### src/rtl/seq_pkg.sv
`default_nettype none
// +----------------------------------------------------------------------+
// | seq_pkg : reset-default pattern/length and length-field width helper |
// | Rev 1.0                                                              |
// +----------------------------------------------------------------------+
package seq_pkg;

    localparam int         DEF_LEN = 3;
    localparam logic [2:0] DEF_PAT = 3'b111;

    function automatic int len_width(input int pat_w);
        return $clog2(pat_w + 1);
    endfunction

endpackage
`default_nettype wire

### src/rtl/seq_detector_param.sv
`default_nettype none
// +----------------------------------------------------------------------+
// | seq_detector_param : programmable serial pattern detector with       |
// | overlap control and saturating match counter.  Rev 1.0               |
// +----------------------------------------------------------------------+
module seq_detector_param
    import seq_pkg::*;
#(
    parameter int PAT_W = 8,
    parameter int CNT_W = 16
) (
    input  logic                        clk,
    input  logic                        rst,
    input  logic                        X,
    input  logic                        en,
    input  logic                        cfg_load,
    input  logic [PAT_W-1:0]            pat,
    input  logic [len_width(PAT_W)-1:0] pat_len,
    input  logic                        overlap,
    input  logic                        cnt_clr,
    output logic                        Y,
    output logic [CNT_W-1:0]            match_cnt,
    output logic                        cnt_sat
);

    localparam int             LEN_W     = len_width(PAT_W);
    localparam logic [LEN_W-1:0] C_FULL  = LEN_W'(PAT_W);
    localparam logic [LEN_W-1:0] C_RST_LEN =
        (DEF_LEN > PAT_W) ? LEN_W'(PAT_W) : LEN_W'(DEF_LEN);

    logic [PAT_W-1:0] hist_q, hist_d;
    logic [LEN_W-1:0] fill_q, fill_d;
    logic [PAT_W-1:0] pat_q, pat_d;
    logic [LEN_W-1:0] len_q, len_d;
    logic             ovl_q, ovl_d;
    logic             y_q, y_d;
    logic [CNT_W-1:0] cnt_q, cnt_d;
    logic             sat_q, sat_d;

    logic [PAT_W-1:0] w_hist_sh;
    logic [LEN_W-1:0] w_fill_inc;
    logic [PAT_W-1:0] w_mask;
    logic             w_hit;
    logic [LEN_W-1:0] w_len_clamp;

    always_comb begin
        w_hist_sh  = {hist_q[PAT_W-2:0], X};
        w_fill_inc = (fill_q == C_FULL) ? fill_q : fill_q + LEN_W'(1);
        // Shifting by PAT_W yields zero, so a full-length pattern gets an all-ones mask.
        w_mask     = ~({PAT_W{1'b1}} << len_q);
        w_hit      = (w_fill_inc >= len_q) &&
                     ((w_hist_sh & w_mask) == (pat_q & w_mask));
        w_len_clamp = pat_len;
        if (pat_len == '0) begin
            w_len_clamp = LEN_W'(1);
        end else if (pat_len > C_FULL) begin
            w_len_clamp = C_FULL;
        end
    end

    always_comb begin
        hist_d = hist_q;
        fill_d = fill_q;
        pat_d  = pat_q;
        len_d  = len_q;
        ovl_d  = ovl_q;
        y_d    = 1'b0;
        if (cfg_load) begin
            pat_d  = pat;
            len_d  = w_len_clamp;
            ovl_d  = overlap;
            fill_d = '0;
        end else if (en) begin
            hist_d = w_hist_sh;
            fill_d = (w_hit && !ovl_q) ? '0 : w_fill_inc;
            y_d    = w_hit;
        end
    end

    always_comb begin
        cnt_d = cnt_q;
        sat_d = sat_q;
        if (cnt_clr) begin
            cnt_d = '0;
            sat_d = 1'b0;
        end else if (y_d) begin
            if (cnt_q == '1) begin
                sat_d = 1'b1;
            end else begin
                cnt_d = cnt_q + CNT_W'(1);
            end
        end
    end

    always_ff @(posedge clk) begin
        if (!rst) begin
            hist_q <= '0;
            fill_q <= '0;
            pat_q  <= PAT_W'(DEF_PAT);
            len_q  <= C_RST_LEN;
            ovl_q  <= 1'b1;
            y_q    <= 1'b0;
            cnt_q  <= '0;
            sat_q  <= 1'b0;
        end else begin
            hist_q <= hist_d;
            fill_q <= fill_d;
            pat_q  <= pat_d;
            len_q  <= len_d;
            ovl_q  <= ovl_d;
            y_q    <= y_d;
            cnt_q  <= cnt_d;
            sat_q  <= sat_d;
        end
    end

    assign Y         = y_q;
    assign match_cnt = cnt_q;
    assign cnt_sat   = sat_q;

endmodule
`default_nettype wire

### config.mk
export PLATFORM = sky130hd
export DESIGN_NAME = seq_detector_param
export DESIGN_NICKNAME = d
export VERILOG_FILES = /design/src/rtl/seq_pkg.sv /design/src/rtl/seq_detector_param.sv
export SDC_FILE = /design/constraint.sdc
export NUM_CORES = 1
export LEC_CHECK = 0
export CORE_MARGIN = 4
export CORE_UTILIZATION = 53
export DETAILED_ROUTE_END_ITERATION = 6
export GPL_TIMING_DRIVEN = 0
export PLACE_DENSITY_LB_ADDON = 0.05
export SYNTH_ARGS = -nofsm -noshare
export SYNTH_HDL_FRONTEND = slang
export SYNTH_SLANG_ARGS = --single-unit
### constraint.sdc
create_clock -name clk -period 4.7 [get_ports clk]
set_clock_uncertainty 0.1 [all_clocks]
set_input_delay 0.47 -clock clk [delete_from_list [all_inputs] [get_ports clk]]
set_output_delay 0.47 -clock clk [all_outputs]
set_load 0.05 [all_outputs]
==> summary.txt <==
Synthesis
  – Ranking of synthesized cells by area: dfxtp_1 (41%), mux2i_1 (5.3%), nand2_1 (5.1%)
  – EDFF count, synth: 0
  – Avg Synthesized Cell Area: 8.603 sq um
  – Most frequent cell after synthesis: dfxtp_1
  – Post-synth ARST share: 0
  – Sequential share of the synthesized area: 0.4056
  – Prevailing post-synth register cell: dfxtp_1
  – Dominant cell type by area after synthesis: dfxtp_1
  – Post-synth cell types: 40
  – Share of the synthesized area in the top cell type: 0.4056
  – Synth Warn #: 0
  – Mapped Cells: 241
  – Post-synth top cells: dfxtp_1 (42), nand2_1 (28), a21oi_1 (17)
  – Post-synth net total: 267
  – Synth Cell Area: 0.002073 sq mm
  – Synthesized flop and latch total: 42

Timing
  – Fin crit period: 3191 ps
  – Max-slew violations: 0
  – Setup violations, final: 0
  – Least-Margin Pin Slew: 623.7 ps
  – Fmax: 313.4 MHz
  – Hold Slack: 382.4 ps
  – TNS Setup: 0 ps
  – Max-slew headroom: 0.5842
  – Final Cycle Share: 0.6789
  – Final hold vios: 0
  – RSZ-0062 raised after global routing: false

Critical path
  – CP Launch Point: fill_q[0]$_SDFFE_PP0P_
  – Most used cell, CP: ha_1
  – Setup slack, reg-to-reg: 1510 ps
  – CP Launch Type: flip-flop
  – Crit Reg-Reg Startpoint: fill_q[0]$_SDFFE_PP0P_
  – Crit-path leading delay family: compound AO/OA/AOI/OAI gates
  – Critical Path Stages: 14
  – CP arrival: 3320 ps
  – Crit path capture type: flip-flop
  – CP endpoint: match_cnt[15]$_SDFFE_PP0P_
  – Largest fanout on the critical path: 10
  – FF-to-FF End: match_cnt[15]$_SDFFE_PP0P_
  – CP required: 4830 ps
  – CP cell instances: inv_1 -> ha_1 -> nand2_1 -> nor2_1 -> xnor2_1 -> ha_1 -> nand2b_1 -> a2111o_1 -> o2111a_1 -> nand4b_1 -> buf_2 -> clkbuf_1 -> o21ai_0 -> a21oi_1
  – Slowest CP cell: dfxtp_1
  – CP Class: reg -> reg
  – FF-to-FF path depth: 14
  – WP buf/inv: 3
  – Critical path's largest stage delay: 410 ps

Pwr
  – Power density over cell area: 280.3 mW/mm^2
  – VDD IR-drop max: 0.2150 mV
  – Leakage Power: 0.0009600 uW

Flow run
  – Max-cap violations: 0

Clock network
  – H-tree depth: 2
  – Worst-path clk slew: 80 ps
  – Hold buffers post-CTS: 0
  – CTS tree: yes
  – CTS Sinks: 42
  – Worst skew pair latency: 300 ps
  – Cts bufs inserted: 5
  – Post-CTS Setup Bufs: 0
  – Clk buf depth: 2
  – CTS root buffer: clkbuf_8
  – CTS resizes: 0

Route
  – Routed len/inst: 14.13 um
  – 1st-iter DRT viols: 84
  – Detailed-route DRC error count: 0
  – Drt pass-1 iters: 4
  – Via count: 1801
  – Vias/cell: 5.425
  – Post-DRT Antenna Nets: 0
  – WL final: 4.690 mm

Finish
  – Area Overhead vs Synth: 25.23%
  – Final Non-Filler Cells: 332
  – Layout cells sized above 1: 0.04577
  – Layout net count: 309
  – Core Util, Final: 0.6987
  – Ant diodes: 0
  – Final-layout fill cell count: 316

Global routing
  – Remaining global-route overflow: 0
  – GRT Total Usage: 0.1975
  – Number of global-route vias before repair: 1721
  – Antenna violations before repair: 0
  – Largest net degree at the start of global routing: 15
  – First-pass GRT wire length: 8.024 mm

Floorplan
  – I/O pins: 37
  – Site Rows: 22
  – Starting density of the core: 0.5579
  – Total die area: 0.004977 sq mm
  – Die W: 70.55 um
  – Core area: 0.003716 sq mm
  – Die height: 70.55 um

Place
  – Input/output buffers: 35
  – Routability cong.: 0.8217
  – DPL Wire Length: 3.501 mm
  – Post-Place Cells: 324

Outcome
  – Status: complete, no violations

Worst hold path
  – Hold Crit Class: reg -> reg
-- power breakdown --
group	switching (uW)	internal (uW)
combinational	30.5	35.1
clock	132	159
sequential	7.70	364
total	170	558
-- worst min-delay path, cell delays in order (launching register included) --
cell and delay (ps):
dfxtp_1 320, nand2_1 50, a21boi_0 70
-- per-layer routing --
| layer | up-vias | GRT usage | wire length, um |
|---|---|---|---|
| li1 | 942 | - | - |
| met1 | 818 | 0.2669 | 2293 |
| met3 | 4 | 0.03835 | 212 |
| met4 | 0 | 0.06889 | 36 |
| met2 | 37 | 0.3160 | 2147 |
| met5 | - | 0 | 0 |
-- cell type report --
cell class,instances,area (sq um),share of cell area
Buffer,9,36.28,0.01398
Clock buffer,5,68.82,0.02651
Clock inverter,3,43.79,0.01687
Inverter,7,26.28,0.01012
Multi-Input combinational cell,183,1170,0.4506
Sequential cell,42,840.8,0.3239
Tap cell,48,60.06,0.02313
Timing Repair Buffer,35,350.3,0.1349
-- kinds of logic after synthesis --
group           Yosys count  synth area share
compound gates           54            0.1623
flops                    42            0.4056
simple gates            100            0.2601
buf+inv                  16           0.03018
xor+xnor                 11           0.04647
mux                      11           0.05311
fa+ha+maj                 7           0.04224
-- placed cells by master (no fill, tap or decap), drive strengths merged, types with 2 or more instances in the layout --
cell	n
nand3	14
a21oi	17
and3	9
nand2	28
clkdlybuf4s50	35
or4	2
inv	8
nand2b	5
a21boi	7
xor2	6
mux2i	11
o21ai	18
clkbuf	11
a22o	3
nor2b	8
nor2	10
and2	4
ha	7
xnor2	5
buf	3
dfxtp	42
nor3	2
or3	12
-- state kept, by name, indices dropped and copies added, names as in the netlist --
| name | flops |
|---|---|
| hist_q | 7 |
| pat_q | 8 |
| match_cnt | 16 |
| Y | 1 |
| ovl_q | 1 |
| fill_q | 4 |
| len_q | 4 |
| cnt_sat | 1 |
-- worst min-delay path by stage --
| stage | start | cells past startpoint | end | slack, ps |
|---|---|---|---|---|
| 3_3_place_gp | ovl_q$_SDFFE_PN1P_ | 2 | ovl_q$_SDFFE_PN1P_ | 350 |
| 6_report | hist_q[6]$_SDFFE_PN0P_ | 2 | hist_q[6]$_SDFFE_PN0P_ | 380 |
| 5_1_grt | cnt_sat$_SDFFE_PP0P_ | 2 | cnt_sat$_SDFFE_PP0P_ | 420 |
| 3_5_place_dp | hist_q[6]$_SDFFE_PN0P_ | 2 | hist_q[6]$_SDFFE_PN0P_ | 370 |
| 4_1_cts | hist_q[6]$_SDFFE_PN0P_ | 2 | hist_q[6]$_SDFFE_PN0P_ | 380 |
| 2_1_floorplan | ovl_q$_SDFFE_PN1P_ | 2 | ovl_q$_SDFFE_PN1P_ | 330 |
-- through the flow --
step                instance area [sq um]  setup WS [ps]  total power, uW
CTS                                  2596           1519            734.8
detailed placement                   2484           1548            445.7
floorplan                            2073           1894            417.2
global placement                     2484           1538            443.2
finish                               2596           1509            727.7
global route                         2596           1176            755.4
Note: power is estimated with default switching activity, not from simulation.
